===== config.mk =====
export PLATFORM = sky130hd
export DESIGN_NAME = pipe_ctrl
export DESIGN_NICKNAME = d
export VERILOG_FILES = /design/src/rtl/pipe_ctrl_pkg.sv /design/src/rtl/pipe_scoreboard.sv /design/src/rtl/pipe_ctrl.sv
export SDC_FILE = /design/constraint.sdc
export NUM_CORES = 1
export LEC_CHECK = 0
export BUFFER_PORTS_ARGS = -buffer_cell sky130_fd_sc_hd__buf_2
export CORE_ASPECT_RATIO = 1.2
export CORE_UTILIZATION = 45
export CTS_CLUSTER_DIAMETER = 50
export CTS_CLUSTER_SIZE = 8
export DETAILED_ROUTE_END_ITERATION = 8
export PLACE_DENSITY = 0.7
export REMOVE_ABC_BUFFERS = 1
export SLEW_MARGIN = 20
export SYNTH_ARGS = -nofsm -noshare
export SYNTH_HDL_FRONTEND = slang
export SYNTH_SLANG_ARGS = --single-unit

===== constraint.sdc =====
create_clock -name clk -period 4.8 [get_ports clk]
set_input_delay 0.96 -clock clk [delete_from_list [all_inputs] [get_ports clk]]
set_output_delay 0.96 -clock clk [all_outputs]
set_load 0.01 [all_outputs]

===== src/rtl/pipe_ctrl_pkg.sv =====
// Shared definitions for the pipeline sequencing controller.
// Holds the NOP encoding loaded on an if_id flush, the controller state
// encodings and the hard-wired zero-register index.
package pipe_ctrl_pkg;

  localparam logic [31:0] NopInst = 32'h0000_0013;
  localparam logic [4:0]  ZeroReg = 5'd0;

  typedef enum logic [0:0] {
    StRun   = 1'b0,
    StFlush = 1'b1
  } ctrl_state_e;

endpackage


===== src/rtl/pipe_scoreboard.sv =====
// Per-register scoreboard of in-flight writebacks.
// Each architectural register x1..x31 has a down-counter; a nonzero count
// means the value is not yet readable from the register file. x0 has no
// counter and always reads as not busy.
//
// Ports:
//   clk, rst      core clock, asynchronous active-high reset
//   advance_i     pipe is not held: nonzero counters decrement
//   set_i         an instruction writing rd_addr_i issues this cycle
//   rd_addr_i     destination of the issuing instruction
//   rs1_addr_i    ID source 1 index to look up
//   rs2_addr_i    ID source 2 index to look up
//   rs1_busy_o    source 1 still has a writeback in flight
//   rs2_busy_o    source 2 still has a writeback in flight
module pipe_scoreboard
  import pipe_ctrl_pkg::*;
#(
  parameter int unsigned WB_LAT = 3,
  parameter int unsigned SetLat = 3
) (
  input  logic       clk,
  input  logic       rst,
  input  logic       advance_i,
  input  logic       set_i,
  input  logic [4:0] rd_addr_i,
  input  logic [4:0] rs1_addr_i,
  input  logic [4:0] rs2_addr_i,
  output logic       rs1_busy_o,
  output logic       rs2_busy_o
);

  localparam int unsigned CntW = $clog2(WB_LAT + 1);

  logic [CntW-1:0] cnt_q [1:31];
  logic [CntW-1:0] cnt_d [1:31];
  logic [31:0]     busy;

  always_comb begin
    busy = '0;
    for (int i = 1; i < 32; i++) begin
      cnt_d[i] = cnt_q[i];
      if (advance_i && (cnt_q[i] != '0)) begin
        cnt_d[i] = cnt_q[i] - CntW'(1);
      end
      // A new writer restarts the count even if an older one is still pending.
      if (set_i && (rd_addr_i == 5'(i))) begin
        cnt_d[i] = CntW'(SetLat);
      end
      busy[i] = |cnt_q[i];
    end
  end

  always_ff @(posedge clk or posedge rst) begin
    if (rst) begin
      cnt_q <= '{default: '0};
    end else begin
      cnt_q <= cnt_d;
    end
  end

  // busy[0] is tied low, so x0 never stalls.
  assign rs1_busy_o = busy[rs1_addr_i] & (rs1_addr_i != ZeroReg);
  assign rs2_busy_o = busy[rs2_addr_i] & (rs2_addr_i != ZeroReg);

endmodule


===== src/rtl/pipe_ctrl.sv =====
// Pipeline sequencing controller for the 3-stage core (IF, ID, EX).
// Stalls ID on operands with writebacks in flight, redirects the pc and
// flushes younger stages on an EX-resolved jump, and freezes the whole pipe
// on a bus hold. Output priority: hold > jump > hazard.
//
// Optional feature macro: PIPE_CTRL_FWD_EN
//   defined   - EX/MEM forwarding exists; only loads mark their rd busy, for
//               one cycle, giving a single bubble on load-use.
//   undefined - every writer marks rd busy for WB_LAT cycles; id_is_load_i
//               is ignored.
//
// Ports:
//   clk, rst                        core clock, asynchronous active-high reset
//   id_valid_i                      ID holds a valid instruction
//   id_rs1/rs2_addr_i, _used_i      ID source indices and read enables
//   id_rd_addr_i, id_reg_wen_i      ID destination and write enable
//   id_is_load_i                    ID instruction is a load
//   ex_jump_i, ex_jump_addr_i       EX taken jump and its target
//   hold_req_i                      full-pipe freeze request
//   pc_hold_o, pc_jump_o            pc keep / pc load redirect target
//   pc_jump_addr_o                  redirect target
//   if_id_hold_o, if_id_flush_o     if_id keep / load NOP
//   id_ex_hold_o, id_ex_flush_o     id_ex keep / load bubble
module pipe_ctrl
  import pipe_ctrl_pkg::*;
#(
  parameter int unsigned WB_LAT    = 3,
  parameter int unsigned FLUSH_CYC = 1
) (
  input  logic        clk,
  input  logic        rst,
  input  logic        id_valid_i,
  input  logic [4:0]  id_rs1_addr_i,
  input  logic [4:0]  id_rs2_addr_i,
  input  logic        id_rs1_used_i,
  input  logic        id_rs2_used_i,
  input  logic [4:0]  id_rd_addr_i,
  input  logic        id_reg_wen_i,
  input  logic        id_is_load_i,
  input  logic        ex_jump_i,
  input  logic [31:0] ex_jump_addr_i,
  input  logic        hold_req_i,
  output logic        pc_hold_o,
  output logic        pc_jump_o,
  output logic [31:0] pc_jump_addr_o,
  output logic        if_id_hold_o,
  output logic        if_id_flush_o,
  output logic        id_ex_hold_o,
  output logic        id_ex_flush_o
);

`ifdef PIPE_CTRL_FWD_EN
  localparam int unsigned SetLat = 1;
  logic writes_busy;
  assign writes_busy = id_is_load_i & id_reg_wen_i;
`else
  localparam int unsigned SetLat = WB_LAT;
  logic writes_busy;
  logic unused_is_load;
  assign writes_busy    = id_reg_wen_i;
  assign unused_is_load = id_is_load_i;
`endif

  ctrl_state_e state_q, state_d;
  logic [1:0]  flush_cnt_q, flush_cnt_d;
  logic        rs1_busy, rs2_busy;
  logic        raw_haz;
  logic        issue;
  logic        advance;

  pipe_scoreboard #(
    .WB_LAT (WB_LAT),
    .SetLat (SetLat)
  ) u_scoreboard (
    .clk        (clk),
    .rst        (rst),
    .advance_i  (advance),
    .set_i      (issue & writes_busy),
    .rd_addr_i  (id_rd_addr_i),
    .rs1_addr_i (id_rs1_addr_i),
    .rs2_addr_i (id_rs2_addr_i),
    .rs1_busy_o (rs1_busy),
    .rs2_busy_o (rs2_busy)
  );

  assign raw_haz = id_valid_i & ((id_rs1_used_i & rs1_busy) | (id_rs2_used_i & rs2_busy));

  always_comb begin
    state_d        = state_q;
    flush_cnt_d    = flush_cnt_q;
    issue          = 1'b0;
    advance        = 1'b0;
    pc_hold_o      = 1'b0;
    pc_jump_o      = 1'b0;
    pc_jump_addr_o = '0;
    if_id_hold_o   = 1'b0;
    if_id_flush_o  = 1'b0;
    id_ex_hold_o   = 1'b0;
    id_ex_flush_o  = 1'b0;

    if (hold_req_i) begin
      // EX is frozen too, so a pending jump is simply taken once hold drops.
      pc_hold_o    = 1'b1;
      if_id_hold_o = 1'b1;
      id_ex_hold_o = 1'b1;
    end else begin
      advance = 1'b1;
      unique case (state_q)
        StRun: begin
          if (ex_jump_i) begin
            pc_jump_o      = 1'b1;
            pc_jump_addr_o = ex_jump_addr_i;
            if_id_flush_o  = 1'b1;
            id_ex_flush_o  = 1'b1;
            if (FLUSH_CYC > 1) begin
              state_d     = StFlush;
              flush_cnt_d = 2'(FLUSH_CYC - 1);
            end
          end else if (raw_haz) begin
            pc_hold_o     = 1'b1;
            if_id_hold_o  = 1'b1;
            id_ex_flush_o = 1'b1;
          end else begin
            issue = id_valid_i;
          end
        end
        StFlush: begin
          // EX holds a bubble here, so ex_jump_i cannot be genuine.
          if_id_flush_o = 1'b1;
          id_ex_flush_o = 1'b1;
          if (flush_cnt_q <= 2'd1) begin
            state_d     = StRun;
            flush_cnt_d = '0;
          end else begin
            flush_cnt_d = flush_cnt_q - 2'd1;
          end
        end
      endcase
    end

    if (rst) begin
      pc_hold_o      = 1'b0;
      pc_jump_o      = 1'b0;
      pc_jump_addr_o = '0;
      if_id_hold_o   = 1'b0;
      if_id_flush_o  = 1'b0;
      id_ex_hold_o   = 1'b0;
      id_ex_flush_o  = 1'b0;
    end
  end

  always_ff @(posedge clk or posedge rst) begin
    if (rst) begin
      state_q     <= StRun;
      flush_cnt_q <= '0;
    end else begin
      state_q     <= state_d;
      flush_cnt_q <= flush_cnt_d;
    end
  end

endmodule


# --- After elaboration in Yosys (flattened, before gate mapping) ---
# Index checks and enable logic that the tools add are counted.
totals:
  output_inout_bits: 38
  in_bits: 56
  reg_bits: 65
  elab_cells: 362
classes:
  reduce_logical: 158
  add_sub_neg: 32
  bitwise: 9
  muxes: 96
  n_eq_ne: 31
  magnitude_cmp: 3
ops:
  columns: ["operator", "n"]
  rows:
  - ["$mux W32", 4]
  - ["$mux W2", 63]
  - ["$reduce_bool A2 Y1", 62]
  - ["$eq A5 B5 Y1 const B", 16]
  - ["$sub A2 B1 Y2 const B", 32]
  - ["$logic_and A1 B1 Y1", 62]
  - ["$reduce_or A2 Y1", 31]
  - ["$eq A5 B4 Y1 const B", 8]
  - ["$mux W1", 25]
  - ["$eq A5 B3 Y1 const B", 4]
  - ["$lt A5 B6 Y1 const B", 2]
  - ["$bmux W1 S5", 2]
  - ["$eq A5 B2 Y1 const B", 2]
  - ["$reduce_bool A5 Y1", 2]
  - ["$and A1 B1 Y1", 6]
  - ["$eq A5 B1 Y1 const B", 1]
  - ["$pmux W1 S2", 2]
  - ["$le A2 B1 Y1 const B", 1]
  - ["$not A1 Y1", 2]
  - ["$reduce_and A2 Y1", 1]
  - ["$or A1 B1 Y1", 1]

# --- Depth between registers and ports, before layout ---
# Gate-level depths: netlist of the first run.
depth:
  word_depth: 14
  mapped_depth: 9
  ltp_nobuf: 7

# --- Hierarchy ---
# Synthesis of the first run repeated with hierarchy kept, for this count alone.
unflattened:
  hier_cells: 477
  area_unflattened_um2: 4396.7
modules_own_cells:
  columns: ["mod", "cells_per_inst", "area_each_um2", "seq_area_each_um2", "n_inst"]
  rows:
  - ["pipe_scoreboard", 418, 3910.0, 1551.5, 1]
  - ["pipe_ctrl", 59, 486.7, 75.1, 1]

# --- Worst setup path after synthesis of the first run ---
# No wires, ideal clock.
synth_path:
  path_type: "input to output"
  start: "in rst"
  end: "out pc_hold_o"
  n_path_buf: 1
  slack_ns: 0.719
  arrival_time_ns: 3.121
  path_stages: 5
  required_time_ns: 3.840
  cell_sequence: "inv_1 -> and3_1 -> nand4_1 -> o211ai_1 -> buf_4"
synth_between:
  elab_chain_cells: 1
synth_rtl:
  columns: ["element", "line", "source"]
  rows:
  - ["from (decl)", "pipe_ctrl.sv:31", "input logic rst,"]
  - ["$mux W1", null, null]
  - ["to (decl)", "pipe_ctrl.sv:43", "output logic pc_hold_o,"]
# Every way passes these cells.

# --- Worst setup path in the final report of the first run ---
layout_path:
  start: "in id_rs1_addr_i[0]"
  end: "out pc_hold_o"
layout_between:
  elab_chain_cells: 11
  elab_cells_between_ends: 12
  classes_between: "mux (7); bitwise (4); reduce/logical (1)"
layout_rtl:
  columns: ["element", "line", "source"]
  rows:
  - ["from (decl)", "pipe_ctrl.sv:33", "input logic [4:0] id_rs1_addr_i,"]
  - ["$bmux W1 S5", "pipe_scoreboard.sv:62", "assign rs1_busy_o = busy[rs1_addr_i] & (rs1_addr_i != ZeroReg);"]
  - ["$mux W1 (not written as such)", "pipe_scoreboard.sv:62", null]
  - ["$and A1 B1 Y1 (*)", "pipe_scoreboard.sv:62", null]
  - ["$and A1 B1 Y1 (*)", "pipe_ctrl.sv:86", "assign raw_haz = id_valid_i & ((id_rs1_used_i & rs1_busy) | (id_rs2_used_i & rs2_busy));"]
  - ["$or A1 B1 Y1 (*)", "pipe_ctrl.sv:86", null]
  - ["$and A1 B1 Y1 (*)", "pipe_ctrl.sv:86", null]
  - ["$mux W1 (*)", "pipe_ctrl.sv:119", "end else if (raw_haz) begin"]
  - ["$mux W1 (*)", "pipe_ctrl.sv:110", "if (ex_jump_i) begin"]
  - ["$mux W1 (*)", "pipe_ctrl.sv:108", "unique case (state_q)"]
  - ["$mux W1 (*)", "pipe_ctrl.sv:101", "if (hold_req_i) begin"]
  - ["$mux W1 (*)", "pipe_ctrl.sv:141", "if (rst) begin"]
# Every way passes the cells marked *; elsewhere a longest branch is shown, timed or not. The select of a mux whose other input is x is not followed.

==> results of run 1 <==
==> power groups by stage <==
| stage | Combinational [W] | Clock, W | Sequential [W] |
|---|---|---|---|
| floorplan | 0.00103 | 0 | 0.000951 |
| global placement | 0.00125 | 0 | 0.000966 |
| detailed placement | 0.00132 | 0 | 0.000984 |
| CTS | 0.00134 | 0.000612 | 0.000978 |
| global route | 0.00154 | 0.000636 | 0.00101 |
| finish | 0.00132 | 0.000602 | 0.000978 |
==> registers in the layout (all words and copies together) (netlist names) <==
name                flops
flush_cnt_q             2
u_scoreboard.cnt_q     62
state_q                 1
==> cells in the mapped netlist (2+ instances only) <==
cell and count:
o21ai_0 32, buf_1 2, clkbuf_1 14, o31ai_2 2, inv_1 68, dfrtp_1 65
o21a_1 2, buf_6 9, o31ai_1 60, buf_2 8, nand3_1 18, ha_1 31
mux4_2 9, and2_1 32, nand3b_1 17, nor3_1 8, nor2_1 50, nand2_1 41
mux2i_1 8, mux4_1 2, nand2b_1 8, and3_1 2, xnor2_1 31
==> per-layer routing <==
| metal | GRT usage | wire, um | up-vias |
|---|---|---|---|
| li1 | - | - | 2013 |
| met1 | 0.272 | 4680 | 1933 |
| met2 | 0.395 | 5530 | 165 |
| met3 | 0.0423 | 935 | 20 |
| met4 | 0.0826 | 242 | 0 |
| met5 | 0 | 0 | - |
==> kinds of logic after synthesis <==
group,Yosys count
XOR/XNOR,31
multiplexers,19
buffers and inverters,102
flip-flops,65
AO/OA/AOI/OAI,110
AND/OR/NAND/NOR,184
adder cells (fa/ha/maj),31
==> worst max-delay path, cell delays in order <==
cell and delay (ps):
buf_2 230, mux4_2 530, or3b_1 350, a41o_1 230
o21a_1 150, o211ai_1 290, buf_2 190
==> final cells by class <==
cell class / count / area, um2
clock buffer: 13 / 270
fill: 932 / 4640
inverter: 68 / 255
multi-input combinational: 375 / 2710
sequential: 65 / 1630
tap: 126 / 158
timing repair buffer: 98 / 505
==> worst min path at each step <==
stage / startpoint / end / depth (start not counted)
3_3_place_gp: flush_cnt_q[0] / flush_cnt_q[0] / 2
3_5_place_dp: flush_cnt_q[0] / flush_cnt_q[0] / 2
6_report: flush_cnt_q[0] / flush_cnt_q[0] / 2
5_1_grt: flush_cnt_q[0] / flush_cnt_q[0] / 2
2_1_floorplan: flush_cnt_q[0] / flush_cnt_q[0] / 2
4_1_cts: flush_cnt_q[0] / flush_cnt_q[0] / 2
==> per-stage QoR <==
stage / instance area [um2] / instances / hold WS [ps] / util / power [W]
after floorplan: 4570 / 508 / 439 / - / 0.00198
after global placement: 5250 / 732 / 449 / 0.517 / 0.00221
after detailed placement: 5250 / 732 / 459 / 0.517 / 0.00231
after CTS: 5520 / 745 / 470 / 0.543 / 0.00293
after global routing: 5520 / 745 / 504 / 0.543 / 0.00319
final: 5520 / 745 / 469 / 0.543 / 0.00290
==> results.ini, run 1 <==
[critical_path]
timing.rr.start=u_scoreboard.cnt_q[4]
start_kind=input pin
cp.required_ps=3840
startpoint=id_rs1_addr_i[0]
critPathArrivalTime_ps=2930
r2r_slack_ps=2090
reg2reg_to=u_scoreboard.cnt_q[47]
timing.setup.critical_path_class=input pin to primary output
worstSetupEndpoint=pc_hold_o
reg2reg_depth=8
endpoint_kind=primary output
critPathMaxFanout=11

[timing]
setup_viol=0
slew_viol_final=0
setup_slack_ps=908
period_minus_slack_ps=3890
worstMarginPinSlew_ps=835
fmax_mhz=257
fin_crit_sh=0.811
skew_ps=5.18
final-hold-violation-count=0
rsz0062_at_grt=no
fin_setup_tns_ps=0
slew_headroom=0.443

[clock_network]
ctsHoldBuffers=0
htreeDepth=3
post-cts-setup-buffers=0
cts_root_buf=clkbuf_16
ctsResizeCount=0
clk_latency_ps=330
path_clk_slew_ps=50
cts_tree=yes
cts_buffer_depth=2
cts_buffers=9
clock-sinks=65

[yosys]
synthSimpleGateAreaFrac=0.193
yosysUniqueCellTypes=46
seq_area_frac_synth=0.340
synth_top_area_frac=0.340
synth_top_area_cell=dfrtp_1
synthAdderAreaFrac=0.0811
async_flop_share=1.00
synth_seq_cells=65
avgSynthCellArea_um2=8.82
synth_compound_area_frac=0.161
synth_top_flop_cell=dfrtp_1
synth_edf_count=0
synth_top_family_by_area=simple AND/OR/NAND/NOR gates
netlist_area_mm2=0.00478
muxShareOfSynthArea=0.0701
syn_inst=542
ys_top_cells_by_area=dfrtp_1 (34%), o31ai_1 (9.4%), ha_1 (8.1%)
synth-xor-area-share=0.0568
yosysWarnings=0

[run]
cap_violations=0

[floorplan]
dieHeight_um=115
coreArea_mm2=0.0102
initial_core_util=0.471
io_pins=94
die_w_um=96.1
die_area_mm2=0.0110
rows=40

[route]
drt_wl_total_um=11400
ant_nets=0
vias=4131
route.detailed.drc=0
vias_per_cell=5.54
firstDrtPassIters=5
initialDrtViolationCount=188
wl_per_cell_um=15.3

[placed_design]
gp_congestion=0.830
post-place-ws_ps=881
io_buffers=92
dp_hpwl_um=7940

[power]
switchingPower_w=0.00106
switching_share=0.366
pwr-share-seq=0.337
pwr_density_cell_mw_per_mm2=525
p_leak_nw=2.67
pwr-share-clk=0.207
ir_drop_v=0.000358
power_frac_comb=0.456
internal_power_w=0.00184

[global_routing]
grt_pass1_vias=4123
grt_pass1_wl_um=19000
gr-total-overflow=0
track_usage=0.226
grt_max_degree=66
antenna_found_initial=0

[finish]
antennaDiodeCount=0
nNetsFinal=704
layout_commonest_cell=buf_2
drive_gt1_frac=0.204
synthToLayoutAreaGrowth_pct=15.5
layout_common_cells=buf_2 (92), inv_1 (67), dfrtp_1 (65)

[min_path]
hp-class=flip-flop to flip-flop

[outcome]
outcome=completed

Power figures use the tool's default switching activity.
==> inputs of run 2 (changes only) <==
--- a/config.mk
+++ b/config.mk
@@ -11,7 +11,7 @@
 export CTS_CLUSTER_DIAMETER = 50
 export CTS_CLUSTER_SIZE = 8
 export DETAILED_ROUTE_END_ITERATION = 8
-export PLACE_DENSITY = 0.7
+export PLACE_DENSITY = 0.73
 export REMOVE_ABC_BUFFERS = 1
 export SLEW_MARGIN = 20
 export SYNTH_ARGS = -nofsm -noshare
==> constraint.sdc (replaced) <==
create_clock -name clk -period 3.5 [get_ports clk]
set_input_delay 0.7 -clock clk [delete_from_list [all_inputs] [get_ports clk]]
set_output_delay 0.7 -clock clk [all_outputs]
set_load 0.01 [all_outputs]
==> run 2 against run 1 <==
  * Hold slack worse by 32 ps
  * Sequential share of layout area is 0.37 points lower
  * Non-clock buffer count is 1 higher
  * Clock power is 65% higher
  * Setup slack worse by 740 ps
  * Critical path depth is 1 higher
  * Flip-flop and latch count stayed put
  * Cell count is 0.67% higher
  * Register-to-register slack worse by 1300 ps
  * First-iteration DRC count is 13% higher
  * Die area stayed put
  * Utilization is 0.69 points higher
==> results.ini, run 2 (synthesis results as in run 1) <==
[run]
cap_violations=0

[clock_network]
cts_buffer_depth=2
path_clk_slew_ps=60
clock-sinks=65
ctsHoldBuffers=0
ctsResizeCount=0
cts_tree=yes
post-cts-setup-buffers=0
clk_latency_ps=340
htreeDepth=3
cts_root_buf=clkbuf_16
cts_buffers=9

[critical_path]
crit_slowest_cell=mux4_2
timing.rr.start=u_scoreboard.cnt_q[4]
reg2reg_depth=8
crit_path_cell_trace=inv_1, ha_1, mux4_2, or3b_1, a41o_1, o21a_1, o211ai_1, buf_2
slowest_delay_ps=470
crit_family=compound AO/OA/AOI/OAI gates
r2r_slack_ps=750
endpoint_kind=primary output
timing.setup.critical_path_class=flip-flop to primary output
start_kind=flip-flop
path_buf_inv=2
critPathMaxFanout=3
cp.required_ps=2800
critPathArrivalTime_ps=2630
reg2reg_to=u_scoreboard.cnt_q[4]

[timing]
slew_headroom=0.529
worstMarginPinSlew_ps=707
final-hold-violation-count=0
fin_crit_sh=0.951
slew_viol_final=0
setup_slack_ps=173
rsz0062_at_grt=no
period_minus_slack_ps=3330
skew_ps=7.16
fmax_mhz=301
setup_viol=0

[global_routing]
track_usage=0.225
grt_max_degree=63
grt_pass1_vias=4022
gr-total-overflow=0
grt_pass1_wl_um=18900
antenna_found_initial=1

[placed_design]
io_buffers=92
post-place-ws_ps=253
gp_congestion=0.874
post-place-cells=733
dp_hpwl_um=8230

[route]
ant_nets=0
vias_per_cell=5.65
firstDrtPassIters=4
wl_per_cell_um=15.6
route.detailed.drc=0
initialDrtViolationCount=212
vias=4238
drt_wl_total_um=11700

[floorplan]
dieHeight_um=115
io_pins=94
die_area_mm2=0.0110
rows=40
die_w_um=96.1
coreArea_mm2=0.0102
initial_core_util=0.471

[finish]
largest_register=u_scoreboard.cnt_q
nNetsFinal=705
largest_reg_flops=62
drive_gt1_frac=0.210
reg_top3=u_scoreboard.cnt_q x62, flush_cnt_q x2, state_q x1
synthToLayoutAreaGrowth_pct=16.9
fin_cells=750
layout_common_cells=buf_2 (92), inv_1 (67), dfrtp_1 (65)
fill_cells=939
layout_commonest_cell=buf_2

[power]
internal_power_w=0.00266
switchingPower_w=0.00152
switching_share=0.363
ir_drop_v=0.000349
p_leak_nw=2.70
pwr-share-clk=0.237
power_frac_comb=0.440
pwr-share-seq=0.322
pwr_density_cell_mw_per_mm2=747

[min_path]
hp-class=input pin to async pin

[outcome]
outcome=completed

[run 2: metal layers]
metal	GRT usage	wire, um	vias to the layer above
met2	0.378	5640	197
met3	0.0536	939	21
met5	0	0	-
met4	0.0945	237	0
li1	-	-	2014
met1	0.275	4850	2006
[run 2: worst register-to-register path, cell delays in order, from the launching register on]
cell and delay (ps):
dfrtp_1 350, inv_1 50, ha_1 230, mux4_2 470, or3b_1 350, a41o_1 230, o21ai_4 100, buf_4 600
o31ai_1 210
[run 2: power by group through the flow]
stage                     Combinational, W  Sequential (W)  Clock (W)
final                              0.00184         0.00134   0.000991
after global routing               0.00210         0.00140    0.00104
after CTS                          0.00185         0.00134    0.00101
after detailed placement           0.00183         0.00135          0
after global placement             0.00172         0.00133          0
after floorplan                    0.00141         0.00130          0
[run 2: how the worst max path moves through the flow]
stage / from / to / cells past startpoint / slack [ps]
global placement: id_rs1_addr_i[0] / pc_hold_o / 7 / 290
detailed placement: id_rs1_addr_i[0] / if_id_hold_o / 7 / 250
floorplan: rst / pc_jump_addr_o[0] / 2 / -200
CTS: u_scoreboard.cnt_q[6] / if_id_hold_o / 8 / 140
global route: u_scoreboard.cnt_q[6] / if_id_hold_o / 8 / 50
finish: u_scoreboard.cnt_q[4] / if_id_hold_o / 8 / 170
[run 2: metrics by stage]
step | total power (W) | util | cell area, um2 | hold WS, ps | TNS (ps)
after global routing | 0.00453 | 0.550 | 5590 | 479 | 0
after global placement | 0.00304 | 0.517 | 5260 | 458 | 0
after detailed placement | 0.00318 | 0.517 | 5260 | 457 | 0
final | 0.00417 | 0.550 | 5590 | 437 | 0
after floorplan | 0.00271 | - | 4570 | 439 | -6610
after CTS | 0.00420 | 0.550 | 5590 | 444 | 0
[run 2: final cells by class]
cell class,instances,area [um2],share of cell area
inverters,68,255,0.0457
diodes,1,2.50,0.000448
clock buffers,11,253,0.0452
flip-flops and latches,65,1630,0.291
multi-input cells,375,2710,0.484
well taps,126,158,0.0282
clock inverters,5,77.6,0.0139
repair buffers,99,513,0.0918
